### src/rtl/alu_pkg.sv
// Definitions shared by the ALU and the arbiter around it: funct3 operation
// encoding and the default datapath width.
package alu_pkg;

  localparam int XLEN_DEFAULT = 32;

  typedef enum logic [2:0] {
    ADD_SUB = 3'b000,
    SLL     = 3'b001,
    SLT     = 3'b010,
    SLTU    = 3'b011,
    XOR     = 3'b100,
    SR      = 3'b101,
    OR      = 3'b110,
    AND     = 3'b111
  } alu_op_t;

endpackage

### src/rtl/alu.sv
// Combinational RV32-style integer ALU. i_alt selects subtract for ADD_SUB
// and arithmetic shift for SR; shift amounts come from i_b[4:0].
module alu
  import alu_pkg::*;
#(
  parameter int XLEN = XLEN_DEFAULT
) (
  input  logic [XLEN-1:0] i_a,
  input  logic [XLEN-1:0] i_b,
  input  alu_op_t         i_op,
  input  logic            i_alt,
  output logic [XLEN-1:0] o_y
);

  logic [4:0] w_shamt;
  logic       w_lt_s;
  logic       w_lt_u;

  assign w_shamt = i_b[4:0];
  assign w_lt_s  = $signed(i_a) < $signed(i_b);
  assign w_lt_u  = i_a < i_b;

  always_comb begin
    o_y = '0;
    case (i_op)
      ADD_SUB: begin
        if (i_alt) o_y = i_a - i_b;
        else       o_y = i_a + i_b;
      end
      SLL:  o_y = i_a << w_shamt;
      SLT:  o_y = {{(XLEN-1){1'b0}}, w_lt_s};
      SLTU: o_y = {{(XLEN-1){1'b0}}, w_lt_u};
      XOR:  o_y = i_a ^ i_b;
      SR: begin
        if (i_alt) o_y = $unsigned($signed(i_a) >>> w_shamt);
        else       o_y = i_a >> w_shamt;
      end
      OR:   o_y = i_a | i_b;
      AND:  o_y = i_a & i_b;
      default: o_y = '0;
    endcase
  end

endmodule

### src/rtl/alu_arbiter.sv
// Round-robin arbiter in front of a single shared ALU with a one-deep
// registered result stage (valid/ready on both sides).
module alu_arbiter
  import alu_pkg::*;
#(
  parameter int XLEN = XLEN_DEFAULT,
  parameter int NREQ = 2
) (
  input  logic                           clk,
  input  logic                           rst_n,
  input  logic [NREQ-1:0]                req_valid,
  output logic [NREQ-1:0]                req_ready,
  input  logic [NREQ-1:0][XLEN-1:0]      req_a,
  input  logic [NREQ-1:0][XLEN-1:0]      req_b,
  input  logic [NREQ-1:0][2:0]           req_op,
  input  logic [NREQ-1:0]                req_alt,
  output logic                           rsp_valid,
  input  logic                           rsp_ready,
  output logic [$clog2(NREQ)-1:0]        rsp_id,
  output logic [XLEN-1:0]                rsp_result
);

  localparam int IDW = $clog2(NREQ);

  logic            r_rsp_valid;
  logic [IDW-1:0]  r_rsp_id;
  logic [XLEN-1:0] r_rsp_result;
  logic [IDW-1:0]  r_last_grant;

  logic            w_accept;
  logic            w_any;
  logic            w_xfer;
  logic [IDW-1:0]  w_grant_idx;
  logic [NREQ-1:0] w_grant;
  logic [XLEN-1:0] w_a;
  logic [XLEN-1:0] w_b;
  logic [2:0]      w_op_bits;
  logic            w_alt;
  alu_op_t         w_op;
  logic [XLEN-1:0] w_y;
  int unsigned     v_cand;

  // Search starts one past the last winner and wraps, so the last winner
  // is considered last.
  always_comb begin
    w_any       = 1'b0;
    w_grant_idx = '0;
    v_cand      = 0;
    for (int k = 1; k <= NREQ; k++) begin
      v_cand = 32'(r_last_grant) + 32'(k);
      if (v_cand >= 32'(NREQ)) v_cand = v_cand - 32'(NREQ);
      if (!w_any && req_valid[v_cand[IDW-1:0]]) begin
        w_any       = 1'b1;
        w_grant_idx = v_cand[IDW-1:0];
      end
    end
  end

  assign w_grant   = w_any ? ({{(NREQ-1){1'b0}}, 1'b1} << w_grant_idx) : '0;
  assign w_accept  = !r_rsp_valid || rsp_ready;
  assign w_xfer    = rst_n && w_accept && w_any;
  assign req_ready = w_xfer ? w_grant : '0;

  // One-hot AND-OR operand mux feeding the single ALU instance.
  always_comb begin
    w_a       = '0;
    w_b       = '0;
    w_op_bits = '0;
    w_alt     = 1'b0;
    for (int i = 0; i < NREQ; i++) begin
      if (w_grant[i]) begin
        w_a       = w_a | req_a[i];
        w_b       = w_b | req_b[i];
        w_op_bits = w_op_bits | req_op[i];
        w_alt     = w_alt | req_alt[i];
      end
    end
  end

  assign w_op = alu_op_t'(w_op_bits);

  alu #(.XLEN(XLEN)) u_alu (
    .i_a   (w_a),
    .i_b   (w_b),
    .i_op  (w_op),
    .i_alt (w_alt),
    .o_y   (w_y)
  );

  always_ff @(posedge clk or negedge rst_n) begin
    if (!rst_n) begin
      r_rsp_valid  <= 1'b0;
      r_rsp_id     <= '0;
      r_rsp_result <= '0;
      r_last_grant <= IDW'(NREQ - 1);
    end else if (w_xfer) begin
      r_rsp_valid  <= 1'b1;
      r_rsp_id     <= w_grant_idx;
      r_rsp_result <= w_y;
      r_last_grant <= w_grant_idx;
    end else if (rsp_ready) begin
      r_rsp_valid  <= 1'b0;
    end
  end

  assign rsp_valid  = r_rsp_valid;
  assign rsp_id     = r_rsp_id;
  assign rsp_result = r_rsp_result;

endmodule

### config.mk
export PLATFORM = sky130hd
export DESIGN_NAME = alu_arbiter
export DESIGN_NICKNAME = d
export VERILOG_FILES = /design/src/rtl/alu_pkg.sv /design/src/rtl/alu.sv /design/src/rtl/alu_arbiter.sv
export SDC_FILE = /design/constraint.sdc
export NUM_CORES = 1
export LEC_CHECK = 0
export CORE_ASPECT_RATIO = 1.75
export CORE_MARGIN = 10
export CORE_UTILIZATION = 30
export DETAILED_ROUTE_END_ITERATION = 10
export PLACE_DENSITY = 0.55
export SLEW_MARGIN = 20
export SYNTH_ARGS = -nofsm -noshare
export SYNTH_HDL_FRONTEND = slang
export SYNTH_SLANG_ARGS = --single-unit
export TNS_END_PERCENT = 5
### constraint.sdc
create_clock -name clk -period 5.9 [get_ports clk]
set_input_delay 1.18 -clock clk [delete_from_list [all_inputs] [get_ports clk]]
set_output_delay 1.18 -clock clk [all_outputs]
set_load 0.02 [all_outputs]
==> flow_summary.ini <==
[cts]
cts_tree = done
clk_pin_slew_ns = 0.07
cts_resized = 0
cts-root-buf = clkbuf_16
cts.htree.levels = 2
clkLatencyLatePin_ns = 0.31
cts_hold_buffers = 0
clkSinkCount = 35
cts_setup_buffers = 0
cts_max_path_buffers = 2
cts_buffers = 5

[global_routing]
grt-busiest-layer = met2
grtUsageMet3_pct = 2.84
gr-total-overflow = 0
grt_pass1_wl_um = 94700
grt_use_total_pct = 29.6
grt_start_max_net_pins = 64
antenna_found_initial = 4
grt_pass1_vias = 13547
use_met1_pct = 33.1
met2_usage_pct = 52.9

[floorplan]
die_x_um = 161
die_h_um = 268
io_pins = 177
core_mm2 = 0.0346
dieArea_mm2 = 0.0432
rows = 90
start_util_pct = 30.4

[worst_setup_path]
crit_required_ns = 6.10
r2r_cells = 15
crit_fanout = 23
worstPathArrival_ns = 5.71
path_class = in2reg
critPathLaunchType = input pin
cp-end-kind = register

[yosys]
syn_area_mm2 = 0.0105
yosys-top-cells-count = nor2_1, nand2_1, a21oi_1
syn_nets = 1758
synth.most_common_cell = nor2_1
synth_cells = 1521
ys_seq_area_share_pct = 8.35
synth_edf_count = 0
yosysUniqueCellTypes = 86
synth_flop_cell = dfrtp_1
synthTopCellsByArea = ha_1, mux2i_1, dfrtp_1, a21oi_1, nor2_1
synth_area_leader_cell = ha_1
yosys.area.top_type_share_pct = 11.4
synth.avg_cell_area_um2 = 6.91
synth_seq_cells = 35
yosys_warnings = 0
async_reset_ff_share_pct = 100

[final_layout]
multi_input_area_mm2 = 0.00885
area_growth_pct = 27.9
regArea_um2 = 877
fill_cells = 3841
fin_cells = 2153
drive_above_1_share_pct = 10.2
finalNetCount = 1925

[power]
vdd_drop_max_mv = 0.121
p_leak_nw = 5.60
powerDensity_mw_per_mm2 = 237

[place]
portBuffers = 176
dp_cells = 2141
gp_congestion = 1.07
hpwl_um = 53800

[detailed_routing]
drt_first_pass_iters = 6
num_vias = 13481
drt-vias-per-instance = 6.26
drt_wl_total_um = 66500
final_antenna_net_count = 0
wl_per_cell_um = 30.9
drtIter0Drc = 1413
drc = 0

[run_status]
status = finished clean

[sta]
tightest_slew_ns = 1.01
setup_violations = 0
rsz0062_at_grt = false
finalCritPeriodShare_pct = 93.4
drv_slew = 0
fmax_ghz = 0.181
relSlewSlack_pct = 30.6
post-route-min-period_ns = 5.51
finalHoldViolCount = 0
skew_ns = 0.00378
setup_tns_ns = 0

[worst_hold_path]
min_path_cells = 1
worstHoldPathType = reg2reg

[run]
drv_cap = 0
-- logic make-up (layout without fill, tap and decap cells) --
logic type	count (synthesis)	count (layout)	share of synthesized area, %
AO/OA/AOI/OAI	584	584	38.6
XOR/XNOR	18	18	1.50
adder cells (fa/ha/maj)	98	98	11.6
buffers and inverters	211	379	8.29
flip-flops	35	35	8.35
multiplexers	120	120	11.8
other	0	4	0
AND/OR/NAND/NOR	455	455	19.9
-- final cells by class --
class | instances | area share [%]
repair buffers | 287 | 19.8
inverters | 84 | 2.35
clock buffers | 7 | 1.06
clock inverters | 1 | 0.0373
flip-flops and latches | 35 | 6.53
well taps | 460 | 4.28
diodes | 4 | 0.0745
multi-input cells | 1275 | 65.9
-- worst max-delay path, stage by stage --
cell             delay, ns
clkdlybuf4s50_1       0.52
a21boi_4              0.35
buf_12                0.24
a32o_1                0.34
ha_1                  0.38
buf_4                 0.20
or2_2                 0.31
a2111oi_0             0.74
buf_4                 0.22
a32oi_1               0.11
a21oi_1               0.24
a211o_1               0.15
o21ai_0               0.12
xnor2_1               0.20
nor2_1                0.07
o32a_1                0.32
-- worst paths after layout --
kind	slack [ns]	to	start
hold / removal	0.49	rsp_id	rsp_id
max in group asynchronous	4.28	rsp_result[28]	rst_n
hold reg to reg	0.49	rsp_id	rsp_id
setup reg to reg	1.31	rsp_result[17]	r_last_grant
min in group asynchronous	1.14	rsp_result[14]	rst_n
setup / recovery	0.39	rsp_result[17]	req_valid[1]
-- where the power goes --
part / switching, mW / leakage [nW] / internal, mW
Combinational: 1.57 / 5.12 / 0.920
Clock: 0.145 / 0.0739 / 0.169
Sequential: 0.0674 / 0.407 / 0.306
Total: 1.79 / 5.60 / 1.40
-- layer usage --
metal	wire length, µm	share of wire [%]	vias to the layer above
li1	-	-	6014
met1	24900	37	6608
met2	33500	50	699
met3	3800	5.7	158
met4	4330	6.5	2
met5	9	0.014	-
-- placed cells by master (no fill, tap or decap), types with 10 or more instances in the layout --
master / netlist / routed
buf_4: 7 / 105
a2111oi_0: 11 / 10
or3_1: 11 / 11
nand3_1: 18 / 18
a21o_1: 11 / 11
a21oi_1: 139 / 139
dfrtp_1: 34 / 34
a32oi_1: 13 / 10
o21bai_1: 12 / 12
o21ai_0: 114 / 114
mux2i_1: 111 / 111
a31oi_1: 20 / 20
o211ai_1: 39 / 39
ha_1: 96 / 96
nand2_1: 143 / 143
a32o_1: 29 / 27
a221oi_1: 22 / 22
nand2b_1: 14 / 13
inv_1: 82 / 82
nor2_1: 165 / 165
xnor2_1: 15 / 15
nor3_1: 34 / 34
a22o_1: 26 / 26
a211oi_1: 28 / 28
clkdlybuf4s50_1: 0 / 174
nor2b_1: 15 / 14
-- stage by stage --
stage	hold WS (ns)	area, µm²	setup slack (ns)	power [mW]	utilization, %
after floorplan	0.505	10500	0.634	1.76	-
after global placement	0.470	13300	0.0792	2.82	38.4
after detailed placement	0.476	13300	0.111	2.81	38.4
after CTS	0.493	13400	0.420	3.14	38.8
after global routing	0.516	13400	0.277	3.34	38.9
final	0.486	13400	0.389	3.18	38.9
-- flip-flops by register name (all words and copies together), names as in the netlist --
name / flops
rsp_result: 32
rsp_valid: 1
rsp_id: 1
r_last_grant: 1
(Power assumes the default switching activity.)
